## config.mk

```make
export PLATFORM = sky130hd
export DESIGN_NAME = spi_reg_bridge
export DESIGN_NICKNAME = d
export VERILOG_FILES = /design/src/rtl/eq_regs_pkg.sv /design/src/rtl/sync_edge_det.sv /design/src/rtl/spi_reg_bridge.sv
export SDC_FILE = /design/constraint.sdc
export NUM_CORES = 1
export LEC_CHECK = 0
export ABC_AREA = 1
export CELL_PAD_IN_SITES_DETAIL_PLACEMENT = 0
export CELL_PAD_IN_SITES_GLOBAL_PLACEMENT = 1
export CORE_ASPECT_RATIO = 1.4
export CORE_UTILIZATION = 44
export CTS_BUF_LIST = sky130_fd_sc_hd__clkbuf_8
export DETAILED_ROUTE_END_ITERATION = 7
export PLACE_DENSITY_LB_ADDON = 0.1
export SKIP_LAST_GASP = 1
export SYNTH_ARGS = -nofsm -noshare
export SYNTH_HDL_FRONTEND = slang
export SYNTH_SLANG_ARGS = --single-unit
```

## constraint.sdc

```tcl
create_clock -name clk -period 1.9 [get_ports clk]
set_clock_uncertainty 0.15 [all_clocks]
set_input_delay 0.285 -clock clk [delete_from_list [all_inputs] [get_ports clk]]
set_output_delay 0.285 -clock clk [all_outputs]
set_load 0.02 [all_outputs]
```

## src/rtl/eq_regs_pkg.sv

```systemverilog
// Shared definitions for the SPI register bridge: FSM states, command-byte
// field positions and the default register-map depth.
package eq_regs_pkg;

  typedef enum logic [1:0] {
    ST_IDLE = 2'd0,
    ST_CMD  = 2'd1,
    ST_DATA = 2'd2
  } state_t;

  localparam int CMD_RW_BIT   = 7;
  localparam int CMD_ADDR_MSB = 4;
  localparam int CMD_ADDR_LSB = 0;
  localparam int DEF_NUM_REGS = 31;

endpackage

```

## src/rtl/sync_edge_det.sv

```systemverilog
// Multi-flop synchronizer with rise/fall detection; o_valid marks the point
// after reset where the synchronized level reflects real input samples.
module sync_edge_det #(
  parameter int   SYNC_STAGES = 2,
  parameter logic IDLE_VAL    = 1'b0
) (
  input  logic i_clk,
  input  logic i_rst_n,
  input  logic i_async,
  output logic o_level,
  output logic o_rise,
  output logic o_fall,
  output logic o_valid
);

  logic [SYNC_STAGES-1:0] r_sync;
  logic [SYNC_STAGES-1:0] r_vld;
  logic                   r_prev;

  always_ff @(posedge i_clk or negedge i_rst_n) begin
    if (!i_rst_n) begin
      r_sync <= {SYNC_STAGES{IDLE_VAL}};
      r_vld  <= '0;
      r_prev <= IDLE_VAL;
    end else begin
      r_sync <= SYNC_STAGES'({r_sync, i_async});
      r_vld  <= SYNC_STAGES'({r_vld, 1'b1});
      r_prev <= r_sync[SYNC_STAGES-1];
    end
  end

  assign o_level = r_sync[SYNC_STAGES-1];
  assign o_rise  = r_sync[SYNC_STAGES-1] & ~r_prev;
  assign o_fall  = ~r_sync[SYNC_STAGES-1] & r_prev;
  assign o_valid = r_vld[SYNC_STAGES-1];

endmodule

```

## src/rtl/spi_reg_bridge.sv

```systemverilog
// SPI (mode 0) slave to register-map write bridge with address auto-increment.
// Optional readback path on miso is enabled by defining SPI_READBACK_EN.
module spi_reg_bridge
  import eq_regs_pkg::*;
#(
  parameter int ADDR_WIDTH  = 31,
  parameter int NUM_REGS    = DEF_NUM_REGS,
  parameter int SYNC_STAGES = 2
) (
  input  logic                  clk,
  input  logic                  rst,
  input  logic                  sclk,
  input  logic                  cs_n,
  input  logic                  mosi,
  output logic                  miso,
  output logic                  we,
  output logic [ADDR_WIDTH-1:0] addr,
  output logic [7:0]            data_in,
  output logic                  busy,
  output logic                  frame_err
`ifdef SPI_READBACK_EN
  ,
  input  logic [7:0]            rd_data,
  output logic [ADDR_WIDTH-1:0] rd_addr
`endif
);

  logic w_sclk_level, w_sclk_rise, w_sclk_fall, w_sclk_vld;
  logic w_cs_level, w_cs_rise, w_cs_fall, w_cs_vld;

  sync_edge_det #(.SYNC_STAGES(SYNC_STAGES), .IDLE_VAL(1'b0)) u_sync_sclk (
    .i_clk(clk), .i_rst_n(rst), .i_async(sclk),
    .o_level(w_sclk_level), .o_rise(w_sclk_rise), .o_fall(w_sclk_fall), .o_valid(w_sclk_vld)
  );

  sync_edge_det #(.SYNC_STAGES(SYNC_STAGES), .IDLE_VAL(1'b1)) u_sync_cs (
    .i_clk(clk), .i_rst_n(rst), .i_async(cs_n),
    .o_level(w_cs_level), .o_rise(w_cs_rise), .o_fall(w_cs_fall), .o_valid(w_cs_vld)
  );

  logic [SYNC_STAGES-1:0] r_mosi_sync;
  logic                   w_mosi;

  state_t                 r_state, w_state_nxt;
  logic [2:0]             r_bit_cnt;
  logic [6:0]             r_shift;
  logic                   r_rw;
  logic                   r_armed;
  logic [ADDR_WIDTH-1:0]  r_cur_addr;
  logic                   r_we;
  logic [ADDR_WIDTH-1:0]  r_addr;
  logic [7:0]             r_data;
  logic                   r_busy;
  logic                   r_frame_err;

  logic [7:0]             w_byte;
  logic                   w_in_frame;
  logic                   w_byte_done;
  logic                   w_frame_start;
  logic                   w_in_range;

  assign w_mosi        = r_mosi_sync[SYNC_STAGES-1];
  assign w_byte        = {r_shift, w_mosi};
  assign w_in_frame    = (r_state != ST_IDLE);
  assign w_byte_done   = w_sclk_rise && w_in_frame && (r_bit_cnt == 3'd7);
  // After reset, a frame may only start once cs_n has been seen high for real.
  assign w_frame_start = w_cs_fall && r_armed && (r_state == ST_IDLE);
  assign w_in_range    = (r_cur_addr < ADDR_WIDTH'(NUM_REGS));

  always_ff @(posedge clk or negedge rst) begin
    if (!rst) begin
      r_state <= ST_IDLE;
    end else begin
      r_state <= w_state_nxt;
    end
  end

  always_comb begin
    w_state_nxt = r_state;
    case (r_state)
      ST_IDLE: if (w_frame_start) w_state_nxt = ST_CMD;
      ST_CMD:  if (w_byte_done)   w_state_nxt = ST_DATA;
      ST_DATA: w_state_nxt = ST_DATA;
      default: w_state_nxt = ST_IDLE;
    endcase
    if (w_cs_rise) w_state_nxt = ST_IDLE;
  end

  always_ff @(posedge clk or negedge rst) begin
    if (!rst) begin
      r_mosi_sync <= '0;
      r_bit_cnt   <= 3'd0;
      r_shift     <= 7'd0;
      r_rw        <= 1'b0;
      r_armed     <= 1'b0;
      r_cur_addr  <= '0;
      r_we        <= 1'b0;
      r_addr      <= '0;
      r_data      <= 8'h00;
      r_busy      <= 1'b0;
      r_frame_err <= 1'b0;
    end else begin
      r_mosi_sync <= SYNC_STAGES'({r_mosi_sync, mosi});
      r_armed     <= r_armed | (w_cs_vld & w_cs_level);
      r_we        <= 1'b0;
      if (w_frame_start) begin
        r_busy      <= 1'b1;
        r_frame_err <= 1'b0;
        r_bit_cnt   <= 3'd0;
      end else if (w_cs_rise) begin
        r_busy      <= 1'b0;
        r_bit_cnt   <= 3'd0;
      end else if (w_sclk_rise && w_in_frame) begin
        r_shift   <= w_byte[6:0];
        r_bit_cnt <= r_bit_cnt + 3'd1;
        if (w_byte_done) begin
          if (r_state == ST_CMD) begin
            r_rw       <= w_byte[CMD_RW_BIT];
            r_cur_addr <= ADDR_WIDTH'(w_byte[CMD_ADDR_MSB:CMD_ADDR_LSB]);
`ifndef SPI_READBACK_EN
            if (w_byte[CMD_RW_BIT]) r_frame_err <= 1'b1;
`endif
          end else if (!w_in_range) begin
            // Address saturates here: no wrap, every further byte is an error.
            r_frame_err <= 1'b1;
          end else begin
            r_cur_addr <= r_cur_addr + ADDR_WIDTH'(1);
            if (!r_rw) begin
              r_we   <= 1'b1;
              r_addr <= r_cur_addr;
              r_data <= w_byte;
            end
          end
        end
      end
    end
  end

`ifdef SPI_READBACK_EN
  logic       r_miso;
  logic [6:0] r_tx;
  logic [7:0] w_rd_byte;

  assign w_rd_byte = w_in_range ? rd_data : 8'h00;
  assign rd_addr   = r_cur_addr;

  // Byte is fetched on the first falling sclk of each read byte so its MSB
  // is on miso before the first rising edge.
  always_ff @(posedge clk or negedge rst) begin
    if (!rst) begin
      r_miso <= 1'b0;
      r_tx   <= 7'd0;
    end else if (w_frame_start || w_cs_rise) begin
      r_miso <= 1'b0;
      r_tx   <= 7'd0;
    end else if (w_sclk_fall && (r_state == ST_DATA) && r_rw) begin
      if (r_bit_cnt == 3'd0) begin
        r_miso <= w_rd_byte[7];
        r_tx   <= w_rd_byte[6:0];
      end else begin
        r_miso <= r_tx[6];
        r_tx   <= {r_tx[5:0], 1'b0};
      end
    end
  end

  assign miso = r_miso;
`else
  assign miso = 1'b0;
`endif

  logic w_unused;
  assign w_unused = ^{w_sclk_level, w_sclk_vld
`ifndef SPI_READBACK_EN
                      , w_sclk_fall
`endif
                     };

  assign we        = r_we;
  assign addr      = r_addr;
  assign data_in   = r_data;
  assign busy      = r_busy;
  assign frame_err = r_frame_err;

endmodule

```

# Yosys cells after proc, flatten, opt, wreduce, memory -nomap -nowiden
# Cells that the tools add are included.
# classes
n_addsub	2
n_mul	0
n_div	0
order_cmp	1
eq_ne	8
n_shift	0
muxes	25
bitwise	12
n_reduce_logical	17
# ops
operator	n
31-bit two-way mux	2
31-bit by 1-bit adder with 31-bit output, second input constant	1
31-bit by 5-bit less-than comparator with 1-bit output, second input constant	1
1-bit two-way mux	16
5-bit AND reduction	3
2-bit nonzero test	5
3-bit two-way mux	3
3-bit by 2-bit inequality test with 1-bit output, second input constant	3
1-bit NOT	7
7-bit AND reduction	1
2-bit two-way mux	3
2-bit one-hot mux with 3 select lines	1
1-bit AND	4
1-bit logical AND	4
3-bit by 1-bit adder with 3-bit output, second input constant	1
3-bit == test, second input constant	1
3-bit inequality test, second input constant	1
3-bit AND reduction	1
3-bit nonzero test	1
2-bit by 1-bit == test with 1-bit output, second input constant	1
2-bit == test, second input constant	1
2-bit zero test	1
2-bit inequality test, second input constant	1
2-bit AND reduction	1
1-bit bitwise OR	1
# word_totals
ff_bits	97
latch_bits	0
ramBits	0
mem_bits_ro	0
in_bits	5
output_inout_bits	43
wordCells	82
n_memories	0

# Longest topological paths before layout
# depth
ltp_word	8
depth_mapped	11
mapped_depth_nobuf	10

# Modules after synthesis
# From an unflattened synthesis, not the netlist that was laid out.
# hier_totals
cells_unflattened	412
hier_area_um2	3966.3
# by_module_without_submodules
module	n_inst	cells_each	area_per_inst_um2	seq_area_each_um2
spi_reg_bridge	1	392	3674.8	2227.1
sync_edge_det (u_sync_cs)	1	10	147.6	128.9
sync_edge_det (u_sync_sclk)	1	10	143.9	125.1

# Worst setup path after synthesis
# OpenSTA, ideal clock, no wires.
# synth_path
path_type	reg-to-reg
startpoint	register r_state[0]
endpoint	register r_addr[0], in the netlist addr[0]
setup_time_ns	0.117
t_arrival_ns	1.510
required_ns	1.633
setup_slack_ns	0.123
stages_incl_launch_ff	10
path_buffers	1
period_less_slack_ns	1.777
path_cell_list	dfrtp_1 > inv_1 > ha_1 > nor3b_4 > nand4_1 > nor2_2 > nand2_2 > buf_6 > nand2_1 > nand2_1
# synth_between
elab_chain_len	4
word_cells_on_any_way	9
cone_classes	1 x eq/ne; 2 x bitwise; 6 x reduce/logical
# synth_rtl
element	line	text
start, declared	spi_reg_bridge.sv:44	state_t r_state, w_state_nxt;
start signal, assigned	spi_reg_bridge.sv:74	r_state <= w_state_nxt;
2-bit nonzero test / 2-bit zero test (equally long branches)	spi_reg_bridge.sv:64, spi_reg_bridge.sv:67	
1-bit logical AND, on equally long branches	spi_reg_bridge.sv:65, spi_reg_bridge.sv:113, spi_reg_bridge.sv:67	
1-bit logical AND / 1-bit NOT (equally long branches)	--	
7-bit AND reduction (no source line) *	--	
end signal, assigned	spi_reg_bridge.sv:130	r_addr <= r_cur_addr;
end, declared	spi_reg_bridge.sv:51	logic [ADDR_WIDTH-1:0] r_addr;
# Every way passes the cells marked *; elsewhere a longest branch is shown, timed or not.
# A chain may end at the register's enable or synchronous reset.

# Worst setup path after layout
# layout_path
startpoint	register r_state[0]
endpoint	register r_addr[2], in the netlist addr[2]
# Same word-level chain as after synthesis.

==> flow_summary.json <==
{
  "status": "finished, final reports clean",
  "cellPowerDensity_nw_per_um2": 864.5,
  "rrSetupSlack_ps": 80,
  "rsz0062_at_grt": "yes",
  "syn_area_per_cell_um2": 9.953,
  "fin_crit_sh_pct": 96.00,
  "post-route-util_pct": 56.21,
  "worstReg2RegEnd": "addr[2]$_DFFE_PN0P_",
  "gr-usage-all-layers_pct": 17.49,
  "critPathLaunch": "r_state[0]$_DFFE_PN0P_",
  "p_sw_share_pct": 25.34,
  "critPathKind": "reg -> reg",
  "whs_path_depth": 1,
  "r2r_start": "r_state[0]$_DFFE_PN0P_",
  "clock.fmax_mhz": 548.2,
  "slowest_stage": "dfrtp_1",
  "num_vias": 2531,
  "arrival_ps": 1920,
  "p_comb_share_pct": 10.7,
  "area_growth_pct": 23.14,
  "cp_max_fo": 22,
  "clock_insertion_delay_worst_skew_ps": 360,
  "cp_cell_sequence": "inv_1 -> ha_2 -> nor3b_4 -> nand4_1 -> nor2_2 -> nand2_2 -> buf_12 -> nand2_1 -> nand2_1",
  "htree_levels": 3,
  "power_frac_seq_pct": 57.2,
  "stdcell_count": 544,
  "start_util_pct": 45.65,
  "synth_edf_count": 0,
  "grt_pass1_vias": 2579,
  "cts.sinks": 97,
  "drcViolationCount": 0,
  "nets": 447,
  "required_ps": 2000,
  "antenna_found_initial": 0,
  "min_to": "u_sync_cs.r_sync[0]$_DFF_PN1_",
  "setup_viol": 0,
  "synth_seq_cells": 97,
  "finalPower_w": 0.003984,
  "critical-path-max-stage-delay_ps": 380,
  "syn-num-nets": 386,
  "drtAntennaViolNets": 0,
  "core_area_um2": 8198,
  "syn_area_um2": 3742,
  "place_area_um2": 4398,
  "die-area_um2": 8883,
  "numCtsBuffers": 9,
  "clockPowerShare_pct": 32.1,
  "finalInstanceArea_um2": 4608,
  "cts_buffer_depth": 2,
  "maxSlewViolCount": 0,
  "ctsRootBufferMaster": "clkbuf_8",
  "grt-ovfl-total": 0,
  "grt_pass1_wl_mm": 11.81,
  "internal_power_w": 0.002974,
  "antennaDiodeCount": 0,
  "syn_inst": 376,
  "ir_worst_vdd_mv": 0.5375,
  "ys_seq_area_share_pct": 64.96,
  "tritoncts": "built",
  "synth_ff_type": "dfrtp_1",
  "grt_max_degree": 35,
  "die_h_um": 111.1,
  "place_congestion": 0.7457,
  "crit_top_cell": "nand2_1",
  "routedWlPerCell_um": 12.57,
  "placementRows": 39,
  "io_pins": 48,
  "wirelength_mm": 6.839,
  "drive_above_1_share_pct": 10.18,
  "r2r_cells": 9,
  "portBuffers": 46,
  "switchingPower_w": 0.001009,
  "end_kind": "flop",
  "min-delay-start": "cs_n",
  "power_leakage_nw": 2.530,
  "dpl.cell_count": 527,
  "first_pass_iters": 4,
  "max_cap_viol_count": 0,
  "yosys_warnings": 0,
  "dp_hpwl_mm": 4.687,
  "drt-initial-drc-count": 132,
  "yosysUniqueCellTypes": 29,
  "cp-start-kind": "flop",
  "routed_via_density": 4.653,
  "finalCriticalPeriod_ps": 1824,
  "die_x_um": 79.95,
  "clk_pin_slew_ps": 80,
  "hold_viol": 0,
  "hold_class": "in -> reg",
  "postSynth.asyncResetShare_pct": 100.0
}
-- power by group through the flow --
stage | Combinational, W | Clock [W] | Sequential (W)
detailed placement | 0.000425 | 0 | 0.00232
CTS | 0.000429 | 0.00133 | 0.00228
global route | 0.000501 | 0.00141 | 0.00230
finish | 0.000426 | 0.00128 | 0.00228
floorplan | 0.000257 | 0 | 0.00230
global placement | 0.000416 | 0 | 0.00231
-- synth_stat cells, drive strengths merged, types with 2 or more instances --
cell type	instances	area share, %
conb	2	0.20
o21ai	14	1.9
xor2	2	0.47
nand2	116	12
ha	5	1.7
buf	13	2.8
nor2	13	1.4
a21boi	10	2.0
nand4	2	0.33
dfrtp	94	63
nand3	22	2.9
inv	54	5.4
a21oi	19	2.6
dfstp	3	2.1
-- how the worst max path moves through the flow --
stage | to | cells after the start
detailed placement | r_cur_addr[5]$_DFFE_PN0P_ | 7
finish | addr[2]$_DFFE_PN0P_ | 9
global route | data_in[6]$_DFFE_PN0P_ | 9
floorplan | addr[0]$_DFFE_PN0P_ | 9
CTS | r_cur_addr[5]$_DFFE_PN0P_ | 7
global placement | addr[4]$_DFFE_PN0P_ | 9
-- sequential cells by signal, indices dropped and copies added, names as in the netlist, 2 cells and up --
register	count
r_cur_addr	31
u_sync_cs.r_sync	2
u_sync_cs.r_vld	2
r_state	2
data_in	8
r_mosi_sync	2
addr	31
r_bit_cnt	3
u_sync_sclk.r_sync	2
r_shift	7
-- metal layers --
layer,track usage (%),routed length [um],vias up
li1,-,-,1264
met3,3.704,212,13
met1,21.52,3103,1216
met4,9.881,174,0
met5,0,0,-
met2,28.09,3349,38
-- cells in the final DEF, fill, tap and decap left out, types with 9 or more instances in the layout --
master	n
clkbuf_8	10
inv_1	56
o21ai_0	13
a21oi_1	18
nor2_1	12
nand2_1	111
a21boi_0	9
buf_4	13
dfrtp_1	94
clkdlybuf4s50_1	45
nand3_1	22
-- metrics by stage --
step	hold WS [ps]	setup WS (ps)	setup TNS [ps]
after floorplan	-160.6	122.6	0
after global placement	111.9	92.64	0
after detailed placement	124.3	29.15	0
after CTS	161.8	25.72	0
after global routing	160.5	-53.29	-556.0
final	179.3	75.92	0
-- logic make-up (layout without fill, tap and decap cells) --
| kind of cell | after synthesis | count (layout) | synth area share [%] |
|---|---|---|---|
| compound gates | 43 | 43 | 6.519 |
| xor+xnor | 3 | 3 | 0.7022 |
| fa+ha+maj | 5 | 5 | 1.672 |
| buf+inv | 69 | 135 | 8.391 |
| flops | 97 | 97 | 64.96 |
| mux | 1 | 1 | 0.2675 |
| other cells | 2 | 2 | 0.2007 |
| simple gates | 156 | 156 | 17.29 |
-- what timing repair did --
action | 4_1_cts | 5_1_grt
endpoints found under the setup margin | 0 | 70
hold buffers | 1 | 0
buffers inserted | 0 | 0
hold endpoints to repair | 31 | 0
resized for setup | 0 | 4
-- worst max-delay path: cells and delay by family, from the launching register on --
kind / cells / cell delay (ps)
and+or+nand+nor: 6 / 750
DFF: 1 / 380
buffers and inverters: 2 / 230
adders and majority gates: 1 / 200
-- layout make-up --
type	count	area, um2
Inverter	55	206.4
Sequential cell	97	2431
Timing Repair Buffer	64	649.4
Clock buffer	10	137.6
Multi-Input combinational cell	210	1005
Tap cell	102	127.6
Fill cell	753	3590
Clock inverter	6	51.30
No activity file was read; power rests on OpenSTA's default activity.
